### config.mk
export PLATFORM = sky130hd
export DESIGN_NAME = pipe_stage_reg
export DESIGN_NICKNAME = d
export VERILOG_FILES = /design/src/rtl/pipe_stage_reg.sv
export SDC_FILE = /design/constraint.sdc
export NUM_CORES = 1
export LEC_CHECK = 0
export ABC_CLOCK_PERIOD_IN_PS = 1950
export CAP_MARGIN = 40
export CORE_MARGIN = 2
export CORE_UTILIZATION = 31
export DETAILED_ROUTE_END_ITERATION = 8
export PLACE_DENSITY = 0.64
export SLEW_MARGIN = 20
export SYNTH_ARGS = -nofsm -noshare
export SYNTH_HDL_FRONTEND = slang
export SYNTH_SLANG_ARGS = --single-unit
### constraint.sdc
create_clock -name clk -period 1.95 [get_ports clk]
set_input_delay 0.39 -clock clk [delete_from_list [all_inputs] [get_ports clk]]
set_output_delay 0.39 -clock clk [all_outputs]
set_load 0.02 [all_outputs]
### src/rtl/pipe_stage_reg.sv
`default_nettype none
// ============================================================================
// Module   : pipe_stage_reg
// Purpose  : Parametrised inter-stage pipeline register. Moves a data bundle
//            and a control bundle between two stages under a valid/ready
//            handshake, with an optional skid entry (registered in_ready),
//            synchronous flush for bubble insertion and a saturating
//            stall-cycle counter.
// Ports    : clk        - clock, all state changes on the rising edge
//            reset      - synchronous, active-low reset
//            flush      - synchronous kill of every held entry
//            in_valid   - upstream offers a bundle
//            in_ready   - this block accepts this cycle
//            in_data    - upstream data bundle  [DATA_W]
//            in_ctrl    - upstream control bundle [CTRL_W]
//            out_valid  - out_data/out_ctrl carry a valid bundle
//            out_ready  - downstream consumes this cycle
//            out_data   - registered data bundle [DATA_W]
//            out_ctrl   - registered control bundle, zero when out_valid=0
//            stall_cnt  - saturating count of stalled cycles [CNT_W]
// Revision : 1.0 - initial release
// ============================================================================
module pipe_stage_reg #(
    parameter int DATA_W = 96,
    parameter int CTRL_W = 8,
    parameter int SKID   = 1,
    parameter int CNT_W  = 16
) (
    input  logic              clk,
    input  logic              reset,
    input  logic              flush,
    input  logic              in_valid,
    output logic              in_ready,
    input  logic [DATA_W-1:0] in_data,
    input  logic [CTRL_W-1:0] in_ctrl,
    output logic              out_valid,
    input  logic              out_ready,
    output logic [DATA_W-1:0] out_data,
    output logic [CTRL_W-1:0] out_ctrl,
    output logic [CNT_W-1:0]  stall_cnt
);

    localparam bit               c_HAS_SKID = (SKID != 0);
    localparam logic [CNT_W-1:0] c_CNT_MAX  = {CNT_W{1'b1}};

    logic              main_valid_q, main_valid_d;
    logic [DATA_W-1:0] main_data_q,  main_data_d;
    logic [CTRL_W-1:0] main_ctrl_q,  main_ctrl_d;
    logic              skid_valid_q, skid_valid_d;
    logic [DATA_W-1:0] skid_data_q,  skid_data_d;
    logic [CTRL_W-1:0] skid_ctrl_q,  skid_ctrl_d;
    logic [CNT_W-1:0]  stall_cnt_q,  stall_cnt_d;

    logic w_accept;
    logic w_main_free;

    // With a skid entry, in_ready only looks at local state so the
    // out_ready -> in_ready path is broken; without it the stage can refill
    // in the same cycle it drains.
    generate
        if (c_HAS_SKID) begin : g_skid_ready
            assign in_ready = !skid_valid_q;
        end else begin : g_comb_ready
            assign in_ready = !main_valid_q | out_ready;
        end
    endgenerate

    assign w_accept    = in_valid & in_ready;
    assign w_main_free = !main_valid_q | out_ready;

    always_comb begin
        main_valid_d = main_valid_q;
        main_data_d  = main_data_q;
        main_ctrl_d  = main_ctrl_q;
        skid_valid_d = skid_valid_q;
        skid_data_d  = skid_data_q;
        skid_ctrl_d  = skid_ctrl_q;
        stall_cnt_d  = stall_cnt_q;

        // Main entry refills when empty or drained; the older skid bundle
        // always goes ahead of the input to keep acceptance order.
        if (w_main_free) begin
            if (skid_valid_q) begin
                main_valid_d = 1'b1;
                main_data_d  = skid_data_q;
                main_ctrl_d  = skid_ctrl_q;
                skid_valid_d = 1'b0;
            end else if (w_accept) begin
                main_valid_d = 1'b1;
                main_data_d  = in_data;
                main_ctrl_d  = in_ctrl;
            end else begin
                // Bubble: ctrl forced to no-op, data left as is.
                main_valid_d = 1'b0;
                main_ctrl_d  = '0;
            end
        end

        // An accept while main is held parks the bundle in the skid entry.
        // in_ready already guarantees the skid is empty here.
        if (c_HAS_SKID && w_accept && main_valid_q && !out_ready) begin
            skid_valid_d = 1'b1;
            skid_data_d  = in_data;
            skid_ctrl_d  = in_ctrl;
        end

        // Flush overrides the handshake; a same-cycle accept is lost.
        if (flush) begin
            main_valid_d = 1'b0;
            main_ctrl_d  = '0;
            skid_valid_d = 1'b0;
            skid_ctrl_d  = '0;
        end

        if (main_valid_q && !out_ready && (stall_cnt_q != c_CNT_MAX)) begin
            stall_cnt_d = stall_cnt_q + CNT_W'(1);
        end
    end

    always_ff @(posedge clk) begin
        if (!reset) begin
            main_valid_q <= 1'b0;
            main_data_q  <= '0;
            main_ctrl_q  <= '0;
            skid_valid_q <= 1'b0;
            skid_data_q  <= '0;
            skid_ctrl_q  <= '0;
            stall_cnt_q  <= '0;
        end else begin
            main_valid_q <= main_valid_d;
            main_data_q  <= main_data_d;
            main_ctrl_q  <= main_ctrl_d;
            skid_valid_q <= skid_valid_d;
            skid_data_q  <= skid_data_d;
            skid_ctrl_q  <= skid_ctrl_d;
            stall_cnt_q  <= stall_cnt_d;
        end
    end

    assign out_valid = main_valid_q;
    assign out_data  = main_data_q;
    assign out_ctrl  = main_ctrl_q;
    assign stall_cnt = stall_cnt_q;

endmodule
`default_nettype wire

==> results.ini <==
[run_status]
status = complete, no violations

[detailed_routing]
route.met3.wl_um = 1380
vias_per_cell = 4.78
detailedRoute.firstIterationViolations = 393
remaining_drc_errors = 0
met2WireLength_um = 11500
drt_first_pass_iters = 5
routed-via-count = 7865
wirelength_um = 24500
wl_met1_um = 10800
ant_nets = 0
wl_per_cell_um = 14.9
top_layer = met5

[worst_setup_path]
buffers_inverters_on_critical_path = 1
crit_arrival_ns = 1.51
slowest_stage = clkdlybuf4s50_1
worst_path_dominant_cell_family = buffers and inverters
crit_chain = clkdlybuf4s50_1
timing.critical_path.from_type = flop
cp_data_required_time_ns = 1.56
worstPathMaxFanout = 2
critical_path_class = reg2out
crit_end_category = output port
worst_path_largest_cell_delay_ns = 0.62

[floorplanning]
core_area_um2 = 28700
floorplan.initialDensity_pct = 31.5
boundaryPins = 231
floorplan.die_area_um2 = 30500
die_w_um = 175
die-height_um = 175
row_count = 62

[logic_synthesis]
synth.top_cell.area_share_pct = 50.1
postSynthRegisterBits = 226
netlist_top_cells_area = dfxtp_1 50%, mux2i_1 11%, nand2_1 8.9%
ys_warn_count = 0
syn_area_um2 = 9030
ys_seq_area_share_pct = 50.1
avgSynthCellArea_um2 = 8.79
post_synth_inst_count = 1027
synthesis.nets = 1137
netlist-cell-type-count = 40
synthDominantAreaCellType = dfxtp_1

[power_and_ir_drop]
pwr_density_cell_nw_per_um2 = 872
ir_drop_uv = 512
power.static_leakage_nw = 4.51

[grt]
grt.overflow.total = 0
groute.usage.overall_pct = 15.7
wire_length_of_the_first_global_routing_pass_um = 39400
largest_net_degree_at_the_start_of_global_routing = 73
first_global_vias = 7534
antenna_found_initial = 4

[run]
drv.max_cap_violation_count = 0

[clocking]
cts_tree = built
cts_max_path_buffers = 3
cts.clk_slew.worst_paths_ns = 0.06
cts-root-buf = clkbuf_16
cts_hold_buf = 0
clk-insertion-delay-late_ns = 0.52
postCtsSetupBuffers = 0
cts-htree-levels = 1
cts-buffers-inserted = 26
tritoncts_num_sinks = 226

[finish]
drive_above_1_share_pct = 7.55
final_cell_mix = 225 x dfxtp_1, 213 x nand2_1, 208 x clkdlybuf4s50_1
layout.cells.most_common = dfxtp_1
layout-area-overhead-vs-synth_pct = 42.0
final_core_util_pct = 44.7
net_count_reported_at_finish = 1350

[sta]
report.final.hold_viol_count = 0
fin_skew_ns = 0.0177
setup_viol = 0
tightest_slew_ns = 0.709
rsz_0062_raised_after_global_routing = no
max_freq_mhz = 525
slew-limit-headroom_pct = 52.7
timing.final.max_slew_violations = 0
finalSetupTns_ns = 0
layout_worst_path_cycle_share_pct = 97.6
finalWorstPathRequiredPeriod_ns = 1.90

[place]
place.detailed.hpwl_um = 16200
io_buffers = 230
place_congestion = 0.773

[worst_hold_path]
hold_path_class = in2reg

## Yosys cell counts, drive strengths merged
library cell  instances
xor2                  1
o41ai                 4
o21ai                 3
nor3                 11
o31ai                 3
nor4b                 1
nor2                110
mux2i                98
or3                   2
a21oi               110
nand2               213
nand2b                7
buf                  50
o2111ai               1
nor4                  3
dfxtp               226
or4                   2
o21a                  2
and4                  2
a211oi              104
ha                    1
nand3                10
o211ai                1
xnor2                 1
nor2b                 1
clkbuf               36
o211a                 1
nand4                 5
and3                 11
inv                   4
o311ai                3
## cell families after synthesis
group / after synthesis / synth area share, %
muxes: 98 / 10.9
xor gates and xnor gates: 2 / 0.194
and+or+nand+nor: 378 / 17.5
adders and majority gates: 1 / 0.139
AOI/OAI and AO/OA: 232 / 16.5
buffers and inverters: 90 / 4.64
DFF: 226 / 50.1
## worst paths after layout
path                          end  slack [ns]  depth (start not counted)           start
setup / recovery     out_data[50]        0.05                          1    out_data[50]
hold / removal    skid_data_q[45]        0.44                          3     in_data[45]
setup reg to reg    stall_cnt[15]        0.23                          6    stall_cnt[0]
hold reg to reg    skid_data_q[3]        0.45                          2  skid_data_q[3]
## per-layer routing
layer	vias to the layer above	global-route usage, %
li1	4004	-
met4	2	5.66
met5	-	0
met2	200	26.7
met3	49	3.29
met1	3610	19.5
## flip-flops by register name (all words and copies together), names as in the netlist
name          cells
out_data         96
skid_data_q      96
stall_cnt        16
out_ctrl          8
skid_ctrl_q       8
out_valid         1
skid_valid_q      1
## repair_timing
| item | 4_1_cts | 5_1_grt |
|---|---|---|
| resized for setup | 18 | 4 |
| setup endpoints to repair | 18 | 4 |
| hold endpoints to repair | 0 | 0 |
## through the flow
step | area, um^2 | total power [mW] | hold WS, ns | worst slack (ns) | cells
finish | 12800 | 11.2 | 0.436 | 0.0466 | 1646
global route | 12800 | 11.6 | 0.437 | 0.00103 | 1646
CTS | 12800 | 11.3 | 0.408 | 0.0162 | 1643
detailed placement | 12000 | 6.41 | 0.447 | -0.117 | 1596
global placement | 12000 | 6.39 | 0.441 | -0.132 | 1596
floorplan | 9030 | 5.63 | 0.436 | 0.295 | 1027
## final cells by class
type,count,area [um^2]
Clock buffer,38,767
Multi-Input combinational cell,711,4100
Tap cell,384,480
Timing Repair Buffer,271,2810
Antenna cell,3,7.51
Clock inverter,9,101
Inverter,4,20.0
Sequential cell,226,4530
Fill cell,2760,15900
## worst register-to-register path, cell delays in order, from the launching register on
cell and delay, ns:
dfxtp_1 0.32, ha_1 0.25, nand3_1 0.24, nor3_2 0.06, buf_4 0.17, nor4b_1 0.38
mux2i_1 0.23
## power breakdown
group          internal [mW]  leakage (nW)  switching [mW]
Combinational          0.696          2.24           0.682
Sequential              4.81          1.85           0.107
Clock                   2.98         0.428            1.90
Total                   8.48          4.51            2.69
(Power assumes the default switching activity.)
==> RTL edit 1: new RTL, same flow settings <==
Make the reset (`reset`) asynchronous in one clocked block. Comments in the files are not updated.
--- a/src/rtl/pipe_stage_reg.sv
+++ b/src/rtl/pipe_stage_reg.sv
@@ -117,7 +117,7 @@
         end
     end
 
-    always_ff @(posedge clk) begin
+    always_ff @(posedge clk or negedge reset) begin
         if (!reset) begin
             main_valid_q <= 1'b0;
             main_data_q  <= '0;
Behaviour: differs if reset is asserted again (counterexample within 4 cycles, from zero or initial values and one cycle with reset low); with reset held inactive, the same outputs for 4 cycles.
==> RTL edit 1 against the unedited design <==
Routed wire length is 3.0% higher; largest cell class unchanged; critical endpoint is now out_data[85]; sequential power is 20% higher; non-clock buffer count is 7 higher; core utilization is 0.44 points lower; sequential cell count stayed put; design area is 5.2% higher; worst setup slack better by 0.0047 ns; power is 16% higher; count of clock-buffer cells in the layout is 5 higher; synthesized area is 5.9% higher.
==> RTL edit 1: results (changes against the unedited design) <==
Outcome
  – Outcome: completed (unchanged)

Global route
  – Gr usage total: 15.4% (was 15.7%)
  – Largest net degree at the start of global routing: 76 (was 73)
  – Number of global-route vias before repair: 7478 (was 7534)
  – Initial antenna violation count: 5 (was 4)
  – First-pass GRT wire length: 40700 um (was 39400 um)

Final layout
  – Layout Nets: 1327 (was 1350)
  – Fraction of layout cells with a size suffix above 1: 7.69% (was 7.55%)
  – Fillers: 2867 (was 2760)

Worst setup path
  – R2R Path End: stall_cnt[15] (unchanged)
  – Reg2reg start: stall_cnt[0] (unchanged)
  – Crit path DAT: 1.51 ns (about the same)
  – Largest delay share family, worst path: buffers and inverters (unchanged)
  – Cell at the slowest stage of the critical path: clkdlybuf4s50_1 (unchanged)
  – Register-to-register setup slack: 0.23 ns (about the same)
  – Crit Path Max Fanout: 2 (unchanged)
  – Worst R2R Path Depth: 5 (was 6)
  – Worst path max stage delay: 0.61 ns

Synthesis
  – Xor/xnor cell area share of the yosys netlist: 1.01% (was 0.194%)
  – Mapped Nets: 1085 (was 1137)
  – Mux share of post-synthesis cell area: 10.3% (was 10.9%)
  – Synth Area in Compound Gates: 7.59% (was 16.5%)
  – Synth cell types: 39 (was 40)
  – Adder-Cell Fraction of Synth Area: 0.131% (was 0.139%)
  – Seq/Total Area, Yosys: 59.2% (was 50.1%)
  – Synth cell count leaders: nand2_1 (403), dfrtp_1 (226), o21ai_0 (97) (was dfxtp_1 (226), nand2_1 (213), a21oi_1 (110))
  – Yosys Warn Count: 0 (unchanged)
  – Asr flop ratio synth: 100% (was 0%)
  – Synth area leaders: dfrtp_1 (59%), nand2_1 (16%), mux2i_1 (10%) (was dfxtp_1 (50%), mux2i_1 (11%), nand2_1 (8.9%))

Power and ir drop
  – Worst VDD drop: 0.508 mV (was 0.512 mV)
  – Leakage Power: 6.30 nW (was 4.51 nW)

Clock network
  – CTS clk-pin slew, worst paths: 0.06 ns (about the same)
  – Root buffer cell: clkbuf_16 (unchanged)
  – Number of CTS-inserted buffers: 26 (unchanged)
  – Number of post-CTS setup repair buffers: 0 (unchanged)
  – H-tree levels: 1 (unchanged)
  – Longest Clk Path Bufs: 3 (unchanged)
  – Clock latency on the worst-skew pair: 0.53 ns

Hold path
  – Worst min path class: input port to async pin (was input port to flop)

Route
  – Routed wire per std cell: 15.4 um (was 14.9 um)
  – Drt first pass iters: 5 (unchanged)
  – Via-to-Cell Ratio: 4.61 (was 4.78)
  – Initial drt markers: 415 (was 393)

Timing
  – Relative slew slack: 63.0% (was 52.7%)
  – Skew final: 0.0170 ns (was 0.0177 ns)

Place
  – HPWL after DPL: 17000 um (was 16200 um)
  – # port buffers: 230 (unchanged)
  – DP Worst Slack: -0.0660 ns (was -0.117 ns)
  – GPL Wtd Cong: 0.757 (was 0.773)
[RTL edit 1: cell types whose count changed after synthesis, moves of 7 or more]
cell      change
a211oi_1     -96
a21oi_1     -100
a22oi_1       +8
and3_1        -9
buf_2        -20
clkbuf_1     -13
dfrtp_1     +226
dfxtp_1     -226
nand2_1     +190
nor2_1       -99
nor3_1        -7
o21ai_0      +97
[RTL edit 1: repair_timing]
item | in CTS | in global routing
gates resized for setup | 39 | 19
endpoints found under the setup margin | 38 | 19
hold buffers | 1 | 0
hold endpoints to repair | 50 | 0
[RTL edit 1: cell families (layout without fill, tap and decap cells)]
group	Yosys count	after routing
AO/OA/AOI/OAI	131	131
XOR/XNOR	11	11
adder cells (fa/ha/maj)	1	1
buffers and inverters	65	326
flip-flops	226	226
multiplexers	98	98
other	0	3
AND/OR/NAND/NOR	443	443
[RTL edit 1: per-layer routing]
metal  routed length (um)  track usage (%)
met5                   27                0
met3                 1570             3.81
met2                12000             25.3
met4                  367             3.51
met1                11200             20.6
[RTL edit 1: final cells by class]
class | instances | area share (%)
Tap cell | 396 | 3.67
Sequential cell | 226 | 42.0
Inverter | 1 | 0.0278
Clock inverter | 4 | 0.186
Timing Repair Buffer | 278 | 21.5
Antenna cell | 3 | 0.0557
Multi-Input combinational cell | 684 | 26.7
Clock buffer | 43 | 5.90
[RTL edit 1: report_power, final]
group	switching, mW	internal, mW	total, mW
combinational	1.28	1.13	2.41
clock	1.89	2.76	4.66
sequential	0.459	5.43	5.89
total	3.63	9.32	13.0
[RTL edit 1: how the worst max path moves through the flow]
stage / slack [ns] / depth (start not counted) / endpoint / startpoint
floorplan: 0.29 / 5 / stall_cnt[15] / stall_cnt[0]
finish: 0.05 / 1 / out_data[85] / out_data[85]
detailed placement: -0.07 / 6 / out_data[30] / out_ready
global placement: -0.01 / 7 / skid_ctrl_q[0] / out_ready
global route: 0.0003 / 1 / out_data[28] / out_data[28]
CTS: 0.0004 / 1 / out_data[65] / out_data[65]
[RTL edit 1: through the flow]
| step | std cells | power (mW) | instance area (um^2) | hold WS (ns) |
|---|---|---|---|---|
| after floorplan | 975 | 7.08 | 9560 | 0.0944 |
| after global placement | 1584 | 8.41 | 12700 | 0.377 |
| after detailed placement | 1584 | 8.49 | 12700 | 0.376 |
| after CTS | 1632 | 13.2 | 13400 | 0.388 |
| after global routing | 1633 | 13.7 | 13500 | 0.398 |
| final | 1635 | 13.0 | 13500 | 0.406 |
==> RTL edit 2: new RTL, same settings <==
Without the edit above. The parameter `CTRL_W` goes from 8 to 12.
--- a/src/rtl/pipe_stage_reg.sv
+++ b/src/rtl/pipe_stage_reg.sv
@@ -22,7 +22,7 @@
 // ============================================================================
 module pipe_stage_reg #(
     parameter int DATA_W = 96,
-    parameter int CTRL_W = 8,
+    parameter int CTRL_W = 12,
     parameter int SKID   = 1,
     parameter int CNT_W  = 16
 ) (
Ports: changed (resized in_ctrl and out_ctrl); port bits go from 231 to 239. The function was not compared with the original's and may differ.
==> RTL edit 2 against the unedited design <==
Clock power is 5.7% lower; sequential cell count is 8 higher; fmax is 0.60% lower; routed wire length is 2.8% higher; power is 0.47% lower; combinational power is 4% higher; via count is 4.1% higher; design area is 3.7% higher; synthesized area is 3.1% higher; register-to-register slack worse by 0.07 ns; synthesized cell count is 4.0% higher; first-iteration DRC count is 7.6% lower; worst setup slack worse by 0.012 ns; core utilization is 0.19 points higher; critical path type unchanged; critical endpoint is now out_data[71]; largest cell class unchanged; largest power group unchanged.
==> RTL edit 2: results (changes against the unedited design) <==
Timing
  – Skew final: 0.0125 ns (was 0.0177 ns)
  – Final Hold Viols: 0 (unchanged)
  – Least-Margin Pin Slew: 0.448 ns (was 0.709 ns)

Worst setup path
  – Worst path max stage delay: 0.67 ns (was 0.62 ns)
  – Crit path DAT: 1.52 ns
  – Crit Path Max Fanout: 2 (unchanged)
  – Worst R2R Path Depth: 5 (was 6)
  – Largest delay share family, worst path: buffers and inverters (unchanged)
  – Cell at the slowest stage of the critical path: clkdlybuf4s50_1 (unchanged)

Route
  – Routed wire per std cell: 14.8 um (was 14.9 um)
  – Vias: 8185 (was 7865)
  – Routed WL: 25200 um (was 24500 um)
  – Drt first pass iters: 6 (was 5)
  – Initial drt markers: 363 (was 393)

Clock network
  – Longest Clk Path Bufs: 3 (unchanged)
  – Number of post-CTS setup repair buffers: 0 (unchanged)
  – Clock latency on the worst-skew pair: 0.52 ns (about the same)
  – CTS clk-pin slew, worst paths: 0.06 ns (about the same)
  – Root buffer cell: clkbuf_16 (unchanged)
  – H-tree levels: 1 (unchanged)
  – Number of CTS-inserted buffers: 26 (unchanged)

Synthesis
  – Synth cell types: 38 (was 40)
  – Mapped Nets: 1182 (was 1137)
  – Yosys Warn Count: 0 (unchanged)
  – Seq/Total Area, Yosys: 50.3% (was 50.1%)
  – Mapped Cells: 1068 (was 1027)
  – Synth area leaders: dfxtp_1 (50%), mux2i_1 (11%), nand2_1 (9.2%) (was dfxtp_1 (50%), mux2i_1 (11%), nand2_1 (8.9%))
  – Asr flop ratio synth: 0% (unchanged)
  – Synth cell count leaders: dfxtp_1 (234), nand2_1 (227), a21oi_1 (117) (was dfxtp_1 (226), nand2_1 (213), a21oi_1 (110))

Hold path
  – Hold Crit Depth: 3 (unchanged)
  – Worst min path class: input port to flop (unchanged)

Place
  – HPWL after DPL: 16600 um (was 16200 um)
  – GPL Wtd Cong: 0.756 (was 0.773)
  – # port buffers: 238 (was 230)
  – Post-place instance area: 12500 um^2 (was 12000 um^2)
  – DP Worst Slack: -0.134 ns (was -0.117 ns)
  – Cells after DPL: 1662 (was 1596)

Global route
  – Initial antenna violation count: 0 (was 4)
  – Number of global-route vias before repair: 7760 (was 7534)
  – Gr usage total: 15.4% (was 15.7%)
  – First-pass GRT wire length: 40000 um (was 39400 um)
  – Largest net degree at the start of global routing: 62 (was 73)

Power and ir drop
  – Worst VDD drop: 0.543 mV (was 0.512 mV)
  – Power Internal: 8.43 mW (was 8.48 mW)
  – Leakage Power: 4.75 nW (was 4.51 nW)

Final layout
  – N_diodes: 0 (was 3)
  – Layout Nets: 1414 (was 1350)
  – Fillers: 2891 (was 2760)
  – Fraction of layout cells with a size suffix above 1: 7.69% (was 7.55%)

Outcome
  – Outcome: completed (unchanged)
[RTL edit 2: timing repair]
item / CTS / global route
gates resized for setup: 21 / 6
endpoints found under the setup margin: 20 / 6
hold endpoints to repair: 0 / 0
[RTL edit 2: path summary, 6_finish.rpt]
check	end	from	slack (ns)
worst max-delay path	out_data[71]	out_data[71]	0.04
worst min-delay path	skid_data_q[53]	in_data[53]	0.44
worst max register to register	stall_cnt[15]	stall_cnt[1]	0.16
worst min register to register	skid_data_q[40]	skid_data_q[40]	0.45
[RTL edit 2: power groups by stage]
stage | registers, mW | logic (mW) | clock network (mW)
final | 5.08 | 1.44 | 4.61
after global routing | 5.10 | 1.55 | 4.94
after CTS | 5.08 | 1.45 | 4.76
after detailed placement | 5.19 | 1.45 | 0
after global placement | 5.18 | 1.44 | 0
after floorplan | 5.37 | 0.447 | 0
[RTL edit 2: cell type report]
type / count / area [um^2] / share of cell area, %
multi-input cells: 740 / 4240 / 31.9
repair buffers: 294 / 3060 / 23.0
clock buffers: 38 / 777 / 5.85
flip-flops and latches: 234 / 4690 / 35.3
well taps: 390 / 488 / 3.67
inverters: 4 / 20.0 / 0.151
clock inverters: 4 / 22.5 / 0.169
[RTL edit 2: kinds of logic (layout without fill, tap and decap cells)]
| family | count (synthesis) | in the layout | share of synthesized area [%] |
|---|---|---|---|
| muxes | 101 | 101 | 10.9 |
| AOI/OAI and AO/OA | 241 | 241 | 16.3 |
| and+or+nand+nor | 397 | 397 | 18.0 |
| adders and majority gates | 1 | 1 | 0.134 |
| DFF | 234 | 234 | 50.3 |
| buffers and inverters | 94 | 340 | 4.45 |
[RTL edit 2: per-layer routing]
metal,vias up,GRT usage [%],part of all wire [%]
li1,4177,-,-
met1,3765,19.4,43
met2,200,26.1,47
met3,43,3.88,7.0
met4,0,4.64,2.9
met5,-,0,0
[RTL edit 2: stage by stage]
stage / hold slack (ns) / utilization, % / setup TNS [ns]
after floorplan: 0.436 / - / 0
after global placement: 0.439 / 42.2 / -11.34
after detailed placement: 0.443 / 42.2 / -14.72
after CTS: 0.405 / 44.8 / 0
after global routing: 0.429 / 44.8 / 0
final: 0.436 / 44.8 / 0
